## config.mk

```make
export PLATFORM = sky130hd
export DESIGN_NAME = intt_half_scaler_flat
export DESIGN_NICKNAME = d
export VERILOG_FILES = /design/src/rtl/intt_half_scaler_pkg.sv /design/src/rtl/intt_half_scaler_if.sv /design/src/rtl/intt_half_scaler_halfred.sv /design/src/rtl/intt_half_scaler.sv /design/src/flat_wrapper.sv
export SDC_FILE = /design/constraint.sdc
export NUM_CORES = 1
export LEC_CHECK = 0
export CAP_MARGIN = 15
export CORE_UTILIZATION = 45
export CTS_CLUSTER_SIZE = 10
export DETAILED_ROUTE_END_ITERATION = 6
export GPL_ROUTABILITY_DRIVEN = 0
export HOLD_SLACK_MARGIN = 0.08
export PLACE_DENSITY = 0.77
export SLEW_MARGIN = 10
export SYNTH_ARGS = -nofsm -noshare
export SYNTH_HDL_FRONTEND = slang
export SYNTH_HIERARCHICAL = 1
export SYNTH_SLANG_ARGS = --single-unit
```

## constraint.sdc

```tcl
create_clock -name clk -period 3.7 [get_ports clk]
set_clock_uncertainty 0.05 [all_clocks]
set_input_delay 0.555 -clock clk [delete_from_list [all_inputs] [get_ports clk]]
set_output_delay 0.555 -clock clk [all_outputs]
set_load 0.005 [all_outputs]
```

## src/rtl/intt_half_scaler_pkg.sv

```systemverilog
// Shared constants and types for the INTT N^-1 scaler: moduli, FSM encoding, modulus select.
// The optional range check is built only when HALF_SCALER_RANGE_CHK_EN is defined.
package intt_half_scaler_pkg;

  localparam logic [63:0] Q0 = 64'd274877382657;
  localparam logic [63:0] Q1 = 64'd274877120513;
  localparam logic [63:0] Q2 = 64'd274876858369;

  typedef enum logic [2:0] {
    ST_IDLE  = 3'd0,
    ST_READ  = 3'd1,
    ST_LOAD  = 3'd2,
    ST_HALVE = 3'd3,
    ST_WRITE = 3'd4,
    ST_DONE  = 3'd5
  } state_t;

  function automatic logic [63:0] q_of(input int q_type);
    case (q_type)
      1:       q_of = Q1;
      2:       q_of = Q2;
      default: q_of = Q0;
    endcase
  endfunction

endpackage

```

## src/rtl/intt_half_scaler_if.sv

```systemverilog
// Control and coefficient-RAM bus of the scaler; o_range_err exists only with HALF_SCALER_RANGE_CHK_EN.
// Handshake: i_start is accepted only while the scaler is idle (o_busy low, o_done low);
// i_rd_data must be valid exactly one cycle after o_rd_en; o_wr_* is a single-cycle write strobe.
interface intt_half_scaler_if #(
  parameter int COE_WIDTH   = 39,
  parameter int ADDR_WIDTH  = 10,
  parameter int SHIFT_WIDTH = 4
);
  logic                   i_start;
  logic [SHIFT_WIDTH-1:0] i_shift;
  logic [ADDR_WIDTH:0]    i_len;
  logic                   o_busy;
  logic                   o_done;
  logic                   o_rd_en;
  logic [ADDR_WIDTH-1:0]  o_rd_addr;
  logic [COE_WIDTH-1:0]   i_rd_data;
  logic                   o_wr_en;
  logic [ADDR_WIDTH-1:0]  o_wr_addr;
  logic [COE_WIDTH-1:0]   o_wr_data;
`ifdef HALF_SCALER_RANGE_CHK_EN
  logic                   o_range_err;
`endif

  modport slave (
    input  i_start, i_shift, i_len, i_rd_data,
    output o_busy, o_done, o_rd_en, o_rd_addr, o_wr_en, o_wr_addr, o_wr_data
`ifdef HALF_SCALER_RANGE_CHK_EN
    , output o_range_err
`endif
  );

  modport master (
    output i_start, i_shift, i_len, i_rd_data,
    input  o_busy, o_done, o_rd_en, o_rd_addr, o_wr_en, o_wr_addr, o_wr_data
`ifdef HALF_SCALER_RANGE_CHK_EN
    , input o_range_err
`endif
  );

endinterface

```

## src/rtl/intt_half_scaler_halfred.sv

```systemverilog
// Combinational modular halving: returns x * 2^-1 mod Q for x < Q, without carry out.
module intt_half_scaler_halfred
  import intt_half_scaler_pkg::*;
#(
  parameter int COE_WIDTH = 39,
  parameter int Q_TYPE    = 0
) (
  input  logic [COE_WIDTH-1:0] i_x,
  output logic [COE_WIDTH-1:0] o_y
);

  localparam logic [COE_WIDTH-1:0] Q = COE_WIDTH'(q_of(Q_TYPE));
  // Q is odd, so (Q+1)/2 == (Q>>1)+1 and never overflows the width.
  localparam logic [COE_WIDTH-1:0] HALF_Q = (Q >> 1) + COE_WIDTH'(1);

  logic [COE_WIDTH-1:0] w_shr;

  assign w_shr = {1'b0, i_x[COE_WIDTH-1:1]};
  assign o_y   = w_shr + (i_x[0] ? HALF_Q : '0);

endmodule

```

## src/rtl/intt_half_scaler.sv

```systemverilog
// In-place batch scaler: multiplies RAM coefficients by (1/2)^shift mod Q, one halving per cycle.
// Defining HALF_SCALER_RANGE_CHK_EN adds a sticky o_range_err flag for loaded values >= Q.
module intt_half_scaler
  import intt_half_scaler_pkg::*;
#(
  parameter int COE_WIDTH   = 39,
  parameter int Q_TYPE      = 0,
  parameter int ADDR_WIDTH  = 10,
  parameter int SHIFT_WIDTH = 4
) (
  input  logic                clk,
  input  logic                rst,
  intt_half_scaler_if.slave   bus,
  output state_t              o_dbg_state
);

  state_t                 r_state;
  state_t                 w_next;
  logic [ADDR_WIDTH-1:0]  r_addr;
  logic [ADDR_WIDTH:0]    r_len;
  logic [SHIFT_WIDTH-1:0] r_shift;
  logic [SHIFT_WIDTH-1:0] r_cnt;
  logic [COE_WIDTH-1:0]   r_work;
  logic [COE_WIDTH-1:0]   w_half;
  logic                   w_last;

  intt_half_scaler_halfred #(
    .COE_WIDTH (COE_WIDTH),
    .Q_TYPE    (Q_TYPE)
  ) u_halfred (
    .i_x (r_work),
    .o_y (w_half)
  );

  assign w_last = ({1'b0, r_addr} == (r_len - (ADDR_WIDTH+1)'(1)));

  always_ff @(posedge clk) begin
    if (rst) begin
      r_state <= ST_IDLE;
      r_addr  <= '0;
      r_len   <= '0;
      r_shift <= '0;
      r_cnt   <= '0;
      r_work  <= '0;
    end else begin
      r_state <= w_next;
      case (r_state)
        ST_IDLE: begin
          if (bus.i_start) begin
            r_shift <= bus.i_shift;
            r_len   <= bus.i_len;
            r_addr  <= '0;
          end
        end
        ST_LOAD: begin
          r_work <= bus.i_rd_data;
          r_cnt  <= r_shift;
        end
        ST_HALVE: begin
          r_work <= w_half;
          r_cnt  <= r_cnt - SHIFT_WIDTH'(1);
        end
        ST_WRITE: begin
          if (!w_last) r_addr <= r_addr + ADDR_WIDTH'(1);
        end
        default: ;
      endcase
    end
  end

  always_comb begin
    w_next = r_state;
    case (r_state)
      ST_IDLE:  if (bus.i_start) w_next = (bus.i_len == '0) ? ST_DONE : ST_READ;
      ST_READ:  w_next = ST_LOAD;
      ST_LOAD:  w_next = (r_shift != '0) ? ST_HALVE : ST_WRITE;
      ST_HALVE: if (r_cnt == SHIFT_WIDTH'(1)) w_next = ST_WRITE;
      ST_WRITE: w_next = w_last ? ST_DONE : ST_READ;
      ST_DONE:  w_next = ST_IDLE;
      default:  w_next = ST_IDLE;
    endcase
  end

  // Moore outputs; address/data are forced to zero outside their strobe.
  assign bus.o_busy    = (r_state == ST_READ) || (r_state == ST_LOAD) ||
                         (r_state == ST_HALVE) || (r_state == ST_WRITE);
  assign bus.o_done    = (r_state == ST_DONE);
  assign bus.o_rd_en   = (r_state == ST_READ);
  assign bus.o_rd_addr = (r_state == ST_READ) ? r_addr : '0;
  assign bus.o_wr_en   = (r_state == ST_WRITE);
  assign bus.o_wr_addr = (r_state == ST_WRITE) ? r_addr : '0;
  assign bus.o_wr_data = (r_state == ST_WRITE) ? r_work : '0;
  assign o_dbg_state   = r_state;

`ifdef HALF_SCALER_RANGE_CHK_EN
  localparam logic [COE_WIDTH-1:0] Q = COE_WIDTH'(q_of(Q_TYPE));
  logic r_range_err;

  always_ff @(posedge clk) begin
    if (rst) begin
      r_range_err <= 1'b0;
    end else if ((r_state == ST_IDLE) && bus.i_start) begin
      r_range_err <= 1'b0;
    end else if ((r_state == ST_LOAD) && (bus.i_rd_data >= Q)) begin
      r_range_err <= 1'b1;
    end
  end

  assign bus.o_range_err = r_range_err;
`endif

endmodule
```

## src/flat_wrapper.sv

```systemverilog
// flat-port wrapper written by rule: the top's interface ports become plain ports
module intt_half_scaler_flat import intt_half_scaler_pkg::*;
#(
  parameter int COE_WIDTH   = 39,
  parameter int Q_TYPE      = 0,
  parameter int ADDR_WIDTH  = 10,
  parameter int SHIFT_WIDTH = 4
)
  (clk, rst, o_dbg_state, bus_i_start, bus_i_shift, bus_i_len, bus_i_rd_data, bus_o_busy, bus_o_done, bus_o_rd_en, bus_o_rd_addr, bus_o_wr_en, bus_o_wr_addr, bus_o_wr_data);
  intt_half_scaler_if #(.COE_WIDTH(COE_WIDTH), .ADDR_WIDTH(ADDR_WIDTH), .SHIFT_WIDTH(SHIFT_WIDTH)) bus_i ();
  input  logic clk;
  input  logic rst;
  output state_t o_dbg_state;
  input wire logic [$bits(bus_i.i_start)-1:0] bus_i_start;
  input wire logic [$bits(bus_i.i_shift)-1:0] bus_i_shift;
  input wire logic [$bits(bus_i.i_len)-1:0] bus_i_len;
  input wire logic [$bits(bus_i.i_rd_data)-1:0] bus_i_rd_data;
  output wire logic [$bits(bus_i.o_busy)-1:0] bus_o_busy;
  output wire logic [$bits(bus_i.o_done)-1:0] bus_o_done;
  output wire logic [$bits(bus_i.o_rd_en)-1:0] bus_o_rd_en;
  output wire logic [$bits(bus_i.o_rd_addr)-1:0] bus_o_rd_addr;
  output wire logic [$bits(bus_i.o_wr_en)-1:0] bus_o_wr_en;
  output wire logic [$bits(bus_i.o_wr_addr)-1:0] bus_o_wr_addr;
  output wire logic [$bits(bus_i.o_wr_data)-1:0] bus_o_wr_data;
  assign bus_i.i_start = bus_i_start;
  assign bus_i.i_shift = bus_i_shift;
  assign bus_i.i_len = bus_i_len;
  assign bus_i.i_rd_data = bus_i_rd_data;
  assign bus_o_busy = bus_i.o_busy;
  assign bus_o_done = bus_i.o_done;
  assign bus_o_rd_en = bus_i.o_rd_en;
  assign bus_o_rd_addr = bus_i.o_rd_addr;
  assign bus_o_wr_en = bus_i.o_wr_en;
  assign bus_o_wr_addr = bus_i.o_wr_addr;
  assign bus_o_wr_data = bus_i.o_wr_data;
  intt_half_scaler #(.COE_WIDTH(COE_WIDTH), .Q_TYPE(Q_TYPE), .ADDR_WIDTH(ADDR_WIDTH), .SHIFT_WIDTH(SHIFT_WIDTH)) u_core (.clk(clk), .rst(rst), .bus(bus_i), .o_dbg_state(o_dbg_state));
endmodule
```

==> results of run 1 <==
[cell families after synthesis]
group,count (synthesis)
adder cells (fa/ha/maj),25
flip-flops,71
AND/OR/NAND/NOR,277
XOR/XNOR,43
buffers and inverters,69
multiplexers,40
AO/OA/AOI/OAI,171
[critical path: cells and delay by family (launching register included)]
family	cells	cell delay [ps]
AOI/OAI and AO/OA	7	1640
DFF	1	340
muxes	1	140
buffers and inverters	1	280
adders and majority gates	1	380
[worst paths after layout]
path / to / startpoint / slack [ps]
worst max-delay path: u_core/r_work[38] / u_core/r_work[0] / 710
worst min-delay path: u_core/r_len[10] / u_core/r_len[10] / 430
worst max register to register: u_core/r_work[38] / u_core/r_work[0] / 710
worst min register to register: u_core/r_len[10] / u_core/r_len[10] / 430
[power breakdown]
part / internal [mW] / leakage, nW / switching, mW / total (mW)
Combinational: 0.272 / 2.09 / 0.340 / 0.612
Clock: 0.468 / 0.134 / 0.341 / 0.808
Sequential: 0.822 / 0.580 / 0.0820 / 0.904
Total: 1.56 / 2.80 / 0.763 / 2.32
[layout by cell type, fill, tap and decap left out, types with 8 or more instances in the layout]
master                            synthesis  final
sky130_fd_sc_hd__nor3_1                   8      8
sky130_fd_sc_hd__o21ai_0                 26     26
sky130_fd_sc_hd__dfxtp_1                 71     69
sky130_fd_sc_hd__a31oi_1                  8      8
sky130_fd_sc_hd__a211oi_1                43     43
sky130_fd_sc_hd__nor4_1                   9      9
sky130_fd_sc_hd__xor2_1                  16     16
sky130_fd_sc_hd__ha_1                    25     25
sky130_fd_sc_hd__nor2_1                  65     63
sky130_fd_sc_hd__clkbuf_16                0      9
sky130_fd_sc_hd__and3_1                  56     56
sky130_fd_sc_hd__inv_1                   22     22
sky130_fd_sc_hd__mux2i_1                 39     39
sky130_fd_sc_hd__clkdlybuf4s50_1          0    121
sky130_fd_sc_hd__nand3_1                 11     11
sky130_fd_sc_hd__xnor2_1                 27     27
sky130_fd_sc_hd__nand4_1                 10     10
sky130_fd_sc_hd__nand2_1                 64     64
sky130_fd_sc_hd__a21oi_1                 51     51
sky130_fd_sc_hd__and2_1                  12     12
[per-stage QoR]
step / std cells / util / hold WS, ps / power [mW]
finish: 936 / 0.6016 / 428.1 / 2.324
global route: 936 / 0.6016 / 459.1 / 2.446
CTS: 936 / 0.6016 / 418.0 / 2.330
detailed placement: 921 / 0.5780 / 405.6 / 1.520
global placement: 921 / 0.5780 / 399.1 / 1.496
floorplan: 696 / - / 386.3 / 1.324
[per-layer routing]
layer	GRT usage	vias up
li1	-	2736
met1	0.3245	2629
met2	0.4190	233
met3	0.04300	29
met5	0	-
met4	0.1022	0
[flip-flops by register name, indices dropped and copies added, names as in the netlist]
name,flops
u_core/r_shift,4
u_core/r_addr,10
u_core/r_work,39
u_core/o_dbg_state,3
u_core/r_cnt,4
u_core/r_len,11
[area by class of cell]
type                       instances  area [um2]
clock buffer                      10       239.0
clock inverter                     5       35.03
fill                            1047        4627
inverter                          22       82.58
multi-input combinational        556        3759
sequential                        71        1424
tap                              143       178.9
timing repair buffer             129        1269
==> flow_summary.json, run 1 <==
{
  "cts_num_sinks": 71,
  "timing_max_transition_violations_final": 0,
  "synth_top_cell_area_share": 0.2613,
  "root_buffer": "sky130_fd_sc_hd__clkbuf_16",
  "timing.final.setup_violations": 0,
  "synth_seq_area_share": 0.2613,
  "path_class": "reg -> reg",
  "clk_pin_slew_worst_paths_ps": 60,
  "synth_fp_nets": 778,
  "synth_area_in_compound_gates": 0.2088,
  "grt_pass1_wl_um": 25920,
  "fp.dieArea_um2": 12530,
  "worstHoldPathCells": 2,
  "vdd_ir_drop_max_v": 0.0002214,
  "count_of_cell_types_in_the_netlist": 67,
  "detailedPlace.worstSlack_ps": 792.3,
  "numPortBuffers": 122,
  "route.final.wire_length_um": 15720,
  "finalSetupTns_ps": 0,
  "overflow": 0,
  "async_flop_share": 0,
  "r2r_cells": 10,
  "drt_pre_antenna_iters": 7,
  "vias_per_cell": 6.012,
  "chipHeight_um": 112.0,
  "timing.final.crit_share": 0.8083,
  "path_common_cell": "sky130_fd_sc_hd__a21oi_1",
  "grt_start_max_net_pins": 63,
  "critical_path_fanouts_max": 21,
  "synth.cell_area_um2": 5440,
  "place_area_um2": 6713,
  "first_global_vias": 5338,
  "post-cts-setup-buffers": 0,
  "path_cells": "buf_4 > ha_1 > a21oi_1 > o21bai_1 > a21oi_1 > o21ai_2 > a211o_2 > o221a_2 > mux2i_1 > a211oi_1",
  "met2RoutedLength_um": 7356,
  "post_route_cell_area_um2": 6987,
  "worst-endpoint-required_ps": 3830,
  "cts_tree": "done",
  "simple_gate_fraction_of_synth_area": 0.2787,
  "synth_warnings": 6,
  "nets": 871,
  "failing_checks": "design-rule violations",
  "worstSkewPairLatency_ps": 340,
  "detail_route.wl_per_cell_um": 16.79,
  "io-pin-count": 123,
  "post-synth-top-count-cell": "sky130_fd_sc_hd__dfxtp_1",
  "antenna_cells": 0,
  "routedLengthMet1_um": 7015,
  "power_density_nw_per_um2": 332.7,
  "htree_num_levels": 3,
  "p_leak_nw": 2.802,
  "postLayoutSetupSlackWorst_ps": 709.3,
  "post_route_cells_drive_above_1_share": 0.05927,
  "place_hpwl_um": 11360,
  "syn_to_final_growth_pct": 28.43,
  "post_synth_xor_area_fraction": 0.06923,
  "wl_met3_um": 1022,
  "remaining_design_rule_violation_count": 9,
  "grtUsageTotal": 0.2523,
  "maxCapViolCount": 0,
  "commonest_cells_in_the_synthesized_netlist": "sky130_fd_sc_hd__dfxtp_1 (71), sky130_fd_sc_hd__nor2_1 (65), sky130_fd_sc_hd__nand2_1 (64), sky130_fd_sc_hd__and3_1 (56), sky130_fd_sc_hd__a21oi_1 (51)",
  "highest_layer": "met4",
  "antenna_found_initial": 0,
  "synthMuxAreaShare": 0.07383,
  "rsz_0062_raised_after_global_routing": "no",
  "outcome": "complete, but fails checks",
  "start_util": 0.4684,
  "crit_path_start_kind": "register",
  "timing.slew.headroom": 0.3436,
  "yosys.area.top_type": "sky130_fd_sc_hd__dfxtp_1",
  "synth_top_family_by_area": "simple AND/OR/NAND/NOR gates",
  "ys.flop_type": "sky130_fd_sc_hd__dfxtp_1",
  "core_um2": 11610,
  "iteration_0_drc_count_of_the_detailed_router": 389,
  "cts-root-to-sink-buffers": 2,
  "yosys.area_share.adder": 0.05750,
  "cts_inserted_buffers": 9,
  "routed-via-count": 5627,
  "antenna_violating_nets_post_route": 0,
  "number_of_synthesized_flops_with_an_enable_pin": 0,
  "row_count": 39,
  "crit_path_top_delay_cell": "sky130_fd_sc_hd__a21oi_1",
  "die_width_um": 112.0,
  "hold_buffers": 0,
  "synth_cells": 696,
  "timing.critical_path.to_type": "register",
  "syn_area_per_cell_um2": 7.816,
  "final_period_minus_worst_setup_slack_ps": 2991,
  "synth.top_cells.by_area": "sky130_fd_sc_hd__dfxtp_1 (26%), sky130_fd_sc_hd__mux2i_1 (7.2%), sky130_fd_sc_hd__and3_1 (6.4%), sky130_fd_sc_hd__a211oi_1 (5.9%), sky130_fd_sc_hd__ha_1 (5.7%)",
  "ys_seq_elements": 71,
  "timing.hold.worst.class": "reg -> reg",
  "maxClockFrequency_ghz": 0.3344,
  "critical_path_arrival_ps": 3120,
  "largest_stage_delay_worst_path_ps": 450,
  "tightestPinTransition_ps": 984.6,
  "finalHoldViolations": 0,
  "post_cts_resized": 0
}
No activity file was read; power rests on OpenSTA's default activity.
==> inputs of run 2 (changes only) <==
--- a/config.mk
+++ b/config.mk
@@ -11,7 +11,7 @@
 export DETAILED_ROUTE_END_ITERATION = 6
 export GPL_ROUTABILITY_DRIVEN = 0
 export HOLD_SLACK_MARGIN = 0.08
-export PLACE_DENSITY = 0.77
+export PLACE_DENSITY = 0.8
 export SLEW_MARGIN = 10
 export SYNTH_ARGS = -nofsm -noshare
 export SYNTH_HDL_FRONTEND = slang
==> constraint.sdc (replaced) <==
create_clock -name clk -period 2.6 [get_ports clk]
set_clock_uncertainty 0.05 [all_clocks]
set_input_delay 0.39 -clock clk [delete_from_list [all_inputs] [get_ports clk]]
set_output_delay 0.39 -clock clk [all_outputs]
set_load 0.005 [all_outputs]
==> flow_summary.json, run 2 (synthesized netlist as in run 1, its figures left out) <==
{
  "outcome": "complete, but fails checks",
  "failing_checks": "design-rule violations, negative setup slack",
  "core_um2": 11610,
  "timing_max_transition_violations_final": 0,
  "power.net_switching_mw": 1.150,
  "cts_num_sinks": 71,
  "cts_tree": "done",
  "timing.critical_path.to_type": "register",
  "layout.cells.most_common": "sky130_fd_sc_hd__clkdlybuf4s50_1",
  "grt_start_max_net_pins": 53,
  "p_leak_nw": 3.081,
  "routed-via-count": 6019,
  "nets": 916,
  "grtUsageTotal": 0.2695,
  "antenna_violating_nets_post_route": 0,
  "timing.slew.headroom": 0.6534,
  "crit_path_start_kind": "register",
  "critical_path_arrival_ps": 2890,
  "final_period_minus_worst_setup_slack_ps": 2685,
  "seq_power_share": 0.355,
  "antenna_found_initial": 0,
  "share_of_the_core_filled_with_cells_in_the_final_layout": 0.6535,
  "fp.dieArea_um2": 12530,
  "root_buffer": "sky130_fd_sc_hd__clkbuf_16",
  "rsz_0062_raised_after_global_routing": "yes",
  "largest_register_ffs": 39,
  "numPortBuffers": 122,
  "remaining_design_rule_violation_count": 8,
  "clkPwrFrac": 0.354,
  "syn_to_final_growth_pct": 39.51,
  "path_class": "reg -> reg",
  "first_global_vias": 5695,
  "post_route_cell_area_um2": 7590,
  "vias_per_cell": 6.129,
  "grt_pass1_wl_um": 27610,
  "post_route_cells_drive_above_1_share": 0.1538,
  "place_area_um2": 7009,
  "htree_num_levels": 3,
  "timing.hold.worst.class": "reg -> reg",
  "maxCapViolCount": 0,
  "internal_power_mw": 2.441,
  "tightestPinTransition_ps": 519.9,
  "maxClockFrequency_ghz": 0.3725,
  "power.share.switching": 0.3203,
  "overflow": 0,
  "clk_pin_slew_worst_paths_ps": 60,
  "vdd_ir_drop_max_v": 0.0002888,
  "worst-endpoint-required_ps": 2800,
  "worstSkewPairLatency_ps": 340,
  "regMostFlops": "u_core/r_work",
  "reg.largest.list": "u_core/r_work: 39 flops, u_core/r_len: 11 flops, u_core/r_addr: 10 flops",
  "timing.final.setup_violations": 4,
  "detailedPlace.worstSlack_ps": -33.30,
  "most-common-layout-cells": "sky130_fd_sc_hd__clkdlybuf4s50_1 (121), sky130_fd_sc_hd__dfxtp_1 (67), sky130_fd_sc_hd__nand2_1 (63), sky130_fd_sc_hd__nor2_1 (62), sky130_fd_sc_hd__and3_1 (55)",
  "finalHoldViolations": 0,
  "postLayoutSetupSlackWorst_ps": -84.78,
  "die_width_um": 112.0,
  "iteration_0_drc_count_of_the_detailed_router": 540,
  "antenna_cells": 0,
  "cts-root-to-sink-buffers": 2,
  "timing.final.crit_share": 1.033,
  "io-pin-count": 123,
  "row_count": 39,
  "power_density_nw_per_um2": 473.2,
  "start_util": 0.4684,
  "detail_route.wl_per_cell_um": 18.12,
  "route.final.wire_length_um": 17790,
  "final_cell_count_no_fill": 982,
  "chipHeight_um": 112.0,
  "power.combinational.fraction": 0.291,
  "cts_inserted_buffers": 9,
  "critical_path_fanouts_max": 9,
  "place_hpwl_um": 12070,
  "place.detailed.instances": 960,
  "drt_pre_antenna_iters": 7
}
==> run 2: what timing repair did <==
| item | CTS | global route |
|---|---|---|
| setup buffers | 0 | 5 |
| setup endpoints to repair | 5 | 24 |
| cloned | 0 | 1 |
| pin swaps | 0 | 8 |
| hold buffers | 0 | 0 |
| gates resized for setup | 6 | 44 |
==> run 2: metrics by stage <==
stage | power (mW) | setup TNS, ps | hold slack [ps]
after detailed placement | 2.246 | -45.37 | 411.4
final | 3.591 | -208.3 | 426.6
after global placement | 2.201 | 0 | 401.9
after CTS | 3.531 | 0 | 426.5
after floorplan | 1.884 | 0 | 386.3
after global routing | 3.749 | -889.1 | 460.8
==> run 2: worst max-delay path, cell delays in order, from the launching register on <==
cell	delay (ps)
sky130_fd_sc_hd__dfxtp_4	390
sky130_fd_sc_hd__ha_1	320
sky130_fd_sc_hd__and3_1	220
sky130_fd_sc_hd__a221o_1	380
sky130_fd_sc_hd__a21oi_4	230
sky130_fd_sc_hd__o21ai_1	190
sky130_fd_sc_hd__a31oi_1	280
sky130_fd_sc_hd__xnor2_1	170
sky130_fd_sc_hd__mux2i_1	100
sky130_fd_sc_hd__a211oi_1	250
==> run 2: routing by layer <==
metal,part of all wire,track usage
met1,0.42,0.3387
met2,0.48,0.4609
met4,0.029,0.1076
met3,0.070,0.04246
met5,0,0
==> run 2: path summary, 6_finish.rpt <==
kind               startpoint  slack, ps           endpoint  depth (start not counted)
min reg2reg  u_core/r_len[10]        430   u_core/r_len[10]                          2
max reg2reg  u_core/r_work[0]        -80  u_core/r_work[29]                          9
min          u_core/r_len[10]        430   u_core/r_len[10]                          2
max          u_core/r_work[0]        -80  u_core/r_work[29]                          9
==> run 2: final cells by class <==
class | count | area [um2]
sequential | 71 | 1429
tap | 143 | 178.9
multi-input combinational | 556 | 3970
clock buffer | 11 | 252.7
inverter | 22 | 82.58
fill | 909 | 4024
clock inverter | 5 | 56.30
timing repair buffer | 174 | 1620
==> run 2: power by group through the flow <==
| stage | registers [mW] | logic (mW) | clock network [mW] |
|---|---|---|---|
| final | 1.27 | 1.04 | 1.27 |
| after global routing | 1.28 | 1.13 | 1.34 |
| after CTS | 1.27 | 0.976 | 1.29 |
| after detailed placement | 1.29 | 0.958 | 0 |
| after global placement | 1.28 | 0.919 | 0 |
| after floorplan | 1.26 | 0.620 | 0 |
